### src/rtl/add64_seq_ctrl_if.sv
// add64_seq_ctrl_if: requester handshake plus shared adder-slice bus.
// slave = sequencer side, master = requester/slice side.
interface add64_seq_ctrl_if #(
  parameter int WIDTH = 64,
  parameter int SLICE = 16
);
  logic             start;
  logic             op_sub;
  logic [WIDTH-1:0] a_in;
  logic [WIDTH-1:0] b_in;
  logic             c_in;
  logic             busy;
  logic             done;
  logic [WIDTH-1:0] s_out;
  logic             c_out;
  logic             ovf;
  logic [SLICE-1:0] sl_a;
  logic [SLICE-1:0] sl_b;
  logic             sl_cin;
  logic [SLICE-1:0] sl_sum;
  logic             sl_cout;

  modport slave (
    input  start, op_sub, a_in, b_in, c_in,
    input  sl_sum, sl_cout,
    output busy, done, s_out, c_out, ovf,
    output sl_a, sl_b, sl_cin
  );

  modport master (
    output start, op_sub, a_in, b_in, c_in,
    output sl_sum, sl_cout,
    input  busy, done, s_out, c_out, ovf,
    input  sl_a, sl_b, sl_cin
  );
endinterface

### src/rtl/add64_seq_ctrl.sv
// add64_seq_ctrl: multi-beat WIDTH-bit add/sub over an external SLICE adder.
// Ports: clk, rst (sync, high), bus (slave): start/op/operands in,
// busy/done/s_out/c_out/ovf out, sl_a/sl_b/sl_cin out, sl_sum/sl_cout in.
module add64_seq_ctrl #(
  parameter int WIDTH = 64,
  parameter int SLICE = 16
) (
  input  logic             clk,
  input  logic             rst,
  add64_seq_ctrl_if.slave  bus
);
  localparam int NBEATS = WIDTH / SLICE;
  localparam int BW = (NBEATS > 1) ? $clog2(NBEATS) : 1;
  localparam logic [BW-1:0] LAST = BW'(NBEATS - 1);

  typedef enum logic [1:0] {
    IDLE = 2'd0,
    RUN  = 2'd1,
    DONE = 2'd2
  } state_t;

  state_t           state_q;
  logic [BW-1:0]    beat_q;
  logic             carry_q;
  logic [WIDTH-1:0] a_q;
  logic [WIDTH-1:0] b_q;
  logic [WIDTH-1:0] s_q;
  logic             busy_q;
  logic             done_q;
  logic             cout_q;
  logic             ovf_q;

  logic             run;
  logic [SLICE-1:0] lane_a;
  logic [SLICE-1:0] lane_b;

  assign run    = (state_q == RUN);
  assign lane_a = a_q[int'(beat_q)*SLICE +: SLICE];
  assign lane_b = b_q[int'(beat_q)*SLICE +: SLICE];

  // Slice inputs are forced to zero outside RUN so the slice stays quiet.
  assign bus.sl_a   = run ? lane_a : '0;
  assign bus.sl_b   = run ? lane_b : '0;
  assign bus.sl_cin = run & carry_q;

  assign bus.busy  = busy_q;
  assign bus.done  = done_q;
  assign bus.s_out = s_q;
  assign bus.c_out = cout_q;
  assign bus.ovf   = ovf_q;

  always_ff @(posedge clk) begin
    if (rst) begin
      state_q <= IDLE;
      beat_q  <= '0;
      carry_q <= 1'b0;
      a_q     <= '0;
      b_q     <= '0;
      s_q     <= '0;
      busy_q  <= 1'b0;
      done_q  <= 1'b0;
      cout_q  <= 1'b0;
      ovf_q   <= 1'b0;
    end else begin
      unique case (state_q)
        IDLE, DONE: begin
          done_q <= 1'b0;
          if (bus.start) begin
            // Subtract is a + ~b + 1; s_q keeps the old result.
            a_q     <= bus.a_in;
            b_q     <= bus.op_sub ? ~bus.b_in : bus.b_in;
            carry_q <= bus.op_sub ? 1'b1 : bus.c_in;
            beat_q  <= '0;
            busy_q  <= 1'b1;
            state_q <= RUN;
          end else begin
            state_q <= IDLE;
          end
        end
        RUN: begin
          s_q[int'(beat_q)*SLICE +: SLICE] <= bus.sl_sum;
          carry_q <= bus.sl_cout;
          beat_q  <= beat_q + 1'b1;
          if (beat_q == LAST) begin
            cout_q  <= bus.sl_cout;
            // b_q is already inverted for subtract, so one rule covers both.
            ovf_q   <= (a_q[WIDTH-1] == b_q[WIDTH-1]) &&
                       (bus.sl_sum[SLICE-1] != a_q[WIDTH-1]);
            busy_q  <= 1'b0;
            done_q  <= 1'b1;
            state_q <= DONE;
          end
        end
        default: begin
          busy_q  <= 1'b0;
          done_q  <= 1'b0;
          state_q <= IDLE;
        end
      endcase
    end
  end
endmodule

### src/flat_wrapper.sv
// flat-port wrapper written by rule: the top's interface ports become plain ports
module add64_seq_ctrl_flat 
#(
  parameter int WIDTH = 64,
  parameter int SLICE = 16
)
  (clk, rst, bus_start, bus_op_sub, bus_a_in, bus_b_in, bus_c_in, bus_sl_sum, bus_sl_cout, bus_busy, bus_done, bus_s_out, bus_c_out, bus_ovf, bus_sl_a, bus_sl_b, bus_sl_cin);
  add64_seq_ctrl_if #(.WIDTH(WIDTH), .SLICE(SLICE)) bus_i ();
  input  logic clk;
  input  logic rst;
  input wire logic [$bits(bus_i.start)-1:0] bus_start;
  input wire logic [$bits(bus_i.op_sub)-1:0] bus_op_sub;
  input wire logic [$bits(bus_i.a_in)-1:0] bus_a_in;
  input wire logic [$bits(bus_i.b_in)-1:0] bus_b_in;
  input wire logic [$bits(bus_i.c_in)-1:0] bus_c_in;
  input wire logic [$bits(bus_i.sl_sum)-1:0] bus_sl_sum;
  input wire logic [$bits(bus_i.sl_cout)-1:0] bus_sl_cout;
  output wire logic [$bits(bus_i.busy)-1:0] bus_busy;
  output wire logic [$bits(bus_i.done)-1:0] bus_done;
  output wire logic [$bits(bus_i.s_out)-1:0] bus_s_out;
  output wire logic [$bits(bus_i.c_out)-1:0] bus_c_out;
  output wire logic [$bits(bus_i.ovf)-1:0] bus_ovf;
  output wire logic [$bits(bus_i.sl_a)-1:0] bus_sl_a;
  output wire logic [$bits(bus_i.sl_b)-1:0] bus_sl_b;
  output wire logic [$bits(bus_i.sl_cin)-1:0] bus_sl_cin;
  assign bus_i.start = bus_start;
  assign bus_i.op_sub = bus_op_sub;
  assign bus_i.a_in = bus_a_in;
  assign bus_i.b_in = bus_b_in;
  assign bus_i.c_in = bus_c_in;
  assign bus_i.sl_sum = bus_sl_sum;
  assign bus_i.sl_cout = bus_sl_cout;
  assign bus_busy = bus_i.busy;
  assign bus_done = bus_i.done;
  assign bus_s_out = bus_i.s_out;
  assign bus_c_out = bus_i.c_out;
  assign bus_ovf = bus_i.ovf;
  assign bus_sl_a = bus_i.sl_a;
  assign bus_sl_b = bus_i.sl_b;
  assign bus_sl_cin = bus_i.sl_cin;
  add64_seq_ctrl #(.WIDTH(WIDTH), .SLICE(SLICE)) u_core (.clk(clk), .rst(rst), .bus(bus_i));
endmodule
### config.mk
export PLATFORM = sky130hd
export DESIGN_NAME = add64_seq_ctrl_flat
export DESIGN_NICKNAME = d
export VERILOG_FILES = /design/src/rtl/add64_seq_ctrl_if.sv /design/src/rtl/add64_seq_ctrl.sv /design/src/flat_wrapper.sv
export SDC_FILE = /design/constraint.sdc
export NUM_CORES = 1
export LEC_CHECK = 0
export BUFFER_PORTS_ARGS = -buffer_cell sky130_fd_sc_hd__buf_2
export CAP_MARGIN = 20
export CORE_ASPECT_RATIO = 1.2
export CORE_MARGIN = 3
export CORE_UTILIZATION = 52
export DETAILED_ROUTE_END_ITERATION = 10
export HOLD_SLACK_MARGIN = 0.06
export PLACE_DENSITY = 0.84
export SYNTH_ARGS = -nofsm -noshare
export SYNTH_HDL_FRONTEND = slang
export SYNTH_SLANG_ARGS = --single-unit
### constraint.sdc
create_clock -name clk -period 3.2 [get_ports clk]
set_input_delay 0.32 -clock clk [delete_from_list [all_inputs] [get_ports clk]]
set_output_delay 0.32 -clock clk [all_outputs]
set_load 0.01 [all_outputs]
==> flow_summary.json <==
{
  "yosysSeqAreaShare_pct": 46.1,
  "port_buffers": 250,
  "instances_no_fill": 1400,
  "leakage_nw": 4.29,
  "grtUsageTotal_pct": 23.5,
  "tightest_slew_ps": 1000,
  "initial_core_util_pct": 53.4,
  "ys_types": 31,
  "yosys-top-cells-area": "dfxtp_1 (46%), nand2_1 (8.5%), mux4_2 (8.3%)",
  "dp_hpwl_mm": 15.6,
  "antenna_found_initial": 1,
  "power_frac_clock_pct": 40.7,
  "ctsResizeCount": 0,
  "clock.fmax_ghz": 0.377,
  "synth_top_area_share_pct": 46.1,
  "cts_setup_buffers": 0,
  "yosysTopAreaCell": "dfxtp_1",
  "met1_length_mm": 8.87,
  "period_minus_slack_ps": 2650,
  "hold_class": "input pin to flop",
  "tns_ps": 0,
  "layout-drive-gt1-share_pct": 28.1,
  "grt_max_degree": 112,
  "drc": 0,
  "drv_slew": 0,
  "htree_levels": 1,
  "syn2layout_area_growth_pct": 21.4,
  "power.switching_mw": 1.46,
  "critPathMaxFanout": 20,
  "die_h_um": 148,
  "p_per_area_mw_per_mm2": 553,
  "wirelength_mm": 22.6,
  "dieArea_sq_mm": 0.0184,
  "nets": 1329,
  "outcome": "complete, no violations",
  "grt_pass1_vias": 7229,
  "max_slew_margin_pct": 33.3,
  "routed-via-count": 7710,
  "hold_viol_final": 0,
  "cap_violations": 0,
  "met3_length_mm": 1.76,
  "crit_chain": "nor2b_2 -> buf_4 -> and2_1 -> buf_2",
  "cts.path.max_buffers": 3,
  "num_io_pins": 251,
  "worstSetupEndpointType": "output pin",
  "grt_pass1_wl_mm": 36.3,
  "drtIter0Drc": 809,
  "grt_overflow_total": 0,
  "dr.pass1.iters": 5,
  "setup_viol": 0,
  "wl_met2_mm": 11.1,
  "core_area_sq_mm": 0.0163,
  "top_layer": "met4",
  "vias_per_cell": 5.51,
  "wl_per_cell_um": 16.1,
  "insertion_delay_ps": 490,
  "r2r.worst_path.cells": 5,
  "cts-root-buf": "clkbuf_16",
  "critical_path_buf_inv_count": 2,
  "synth_nets": 1135,
  "p_int_mw": 4.41,
  "worst_path_largest_cell_delay_ps": 610,
  "die_w_um": 124,
  "critPathTopFamily": "simple AND/OR/NAND/NOR gates",
  "cp_num_cells": 4,
  "power_mw": 5.86,
  "critPathKind": "flop to output pin",
  "clock_sinks": 201,
  "fin_worst_skew_ps": 14.9,
  "combPwrFrac_pct": 12.9,
  "gp_congestion": 0.872,
  "netlist_area_sq_mm": 0.00873,
  "hold_slack_ps": 75.7,
  "period_share_pct": 82.9,
  "place_inst": 1363,
  "startpoint_type": "flop",
  "numCtsBuffers": 20,
  "ys_ff_latch": 201,
  "antenna_left": 0,
  "seqPwrFrac_pct": 46.4,
  "vdd_drop_max_uv": 350,
  "syn_area_per_cell_sq_um": 8.91,
  "holdPathStages": 3,
  "path_clk_slew_ps": 60,
  "yosysWarnings": 0,
  "cts_tree": "built",
  "swShare_pct": 24.8,
  "core.rowCount": 51,
  "grt_setup_unrepaired": "no",
  "syn_inst": 980,
  "worst_ep_required_time_ps": 2880,
  "worst_path_max_delay_cell": "nor2b_2",
  "worstPathArrival_ps": 2330,
  "fill_cells": 1347
}
==> placed cells by master, fill, tap and decap left out, types with 2 or more instances in the layout <==
cell / count
buf_2: 248
dfxtp_1: 199
nand2_1: 197
a21oi_1: 134
nor2_1: 69
nand3_1: 66
a211oi_1: 65
xnor2_1: 64
and2_1: 33
mux4_2: 32
clkbuf_16: 21
buf_4: 10
nand3b_1: 5
ha_1: 5
clkinv_2: 5
and3b_1: 4
clkbuf_1: 3
clkbuf_8: 3
inv_1: 2
nor4b_4: 2
bufinv_16: 2
dfxtp_2: 2
==> worst min-delay path, stage by stage <==
cell and delay, ps:
buf_2 90, nand2_1 40, a21oi_1 50
==> metrics by stage <==
| stage | util [%] | setup WS [ps] | cell area [sq um] |
|---|---|---|---|
| after floorplan | - | 983 | 8730 |
| after global placement | 60.7 | 1060 | 9920 |
| after detailed placement | 60.7 | 989 | 9920 |
| after CTS | 64.9 | 519 | 10600 |
| after global routing | 64.9 | 305 | 10600 |
| final | 64.9 | 547 | 10600 |
==> kinds of logic after synthesis <==
| group | synth area share (%) |
|---|---|
| compound gates | 13.5 |
| xor+xnor | 6.42 |
| fa+ha+maj | 0.717 |
| buf+inv | 5.13 |
| flops | 46.1 |
| mux | 8.26 |
| simple gates | 19.9 |
==> final cells by class <==
cell class	instances	area [sq um]	area share (%)
timing repair buffer	261	1360	12.8
sequential	201	4030	38.0
antenna	1	2.50	0.0236
clock buffer	27	578	5.45
tap	212	265	2.50
clock inverter	8	92.6	0.874
inverter	2	7.51	0.0708
multi-input combinational	688	4270	40.3
==> cells in the mapped netlist <==
cell type and n:
o21ai_0 1, clkbuf_2 2, ha_1 5, o21a_1 1, nand3_1 66, nand2_1 197, buf_12 1, nor2_1 69
nand2b_1 2, and3b_1 4, inv_1 2, buf_1 1, and4bb_2 1, buf_6 4, a21oi_1 134, clkbuf_1 45
buf_2 31, nand3b_1 5, nor3b_1 1, buf_4 5, nor3_1 1, o211ai_1 1, nor4b_4 2, xnor2_1 64
or4b_1 1, dfxtp_1 201, a211oi_1 65, mux4_2 32, nor3b_4 1, and2_1 33, nor2b_1 2
==> worst paths after layout <==
check             slack [ps]                    to                 start
setup / recovery         550           bus_sl_a[8]     u_core.state_q[0]
hold / removal            80        u_core.a_q[39]          bus_a_in[39]
setup reg to reg         900  u_core.bus.s_out[37]      u_core.beat_q[0]
hold reg to reg          450  u_core.bus.s_out[23]  u_core.bus.s_out[23]
==> registers in the layout, summed over array words and instances, names as in the netlist <==
register / flops
u_core.bus.done: 1
u_core.bus.ovf: 1
u_core.state_q: 2
u_core.bus.s_out: 64
u_core.carry_q: 1
u_core.bus.busy: 1
u_core.beat_q: 2
u_core.a_q: 64
u_core.bus.c_out: 1
u_core.b_q: 64
==> metal layers <==
| layer | track usage (%) | vias up |
|---|---|---|
| met4 | 9.10 | 0 |
| li1 | - | 3727 |
| met5 | 0 | - |
| met2 | 39.6 | 360 |
| met1 | 30.6 | 3559 |
| met3 | 3.79 | 64 |
==> what timing repair did <==
action,4_1_cts,5_1_grt
hold endpoints to repair,1,0
hold buffers,1,0
endpoints found under the setup margin,0,0
==> power groups by stage <==
stage,Sequential [mW],Clock (mW),Combinational (mW)
after floorplan,2.75,0,0.533
after global placement,2.77,0,0.740
after detailed placement,2.77,0,0.754
after CTS,2.72,2.42,0.759
after global routing,2.74,2.52,0.836
final,2.72,2.39,0.755
No activity file was read; power rests on OpenSTA's default activity.
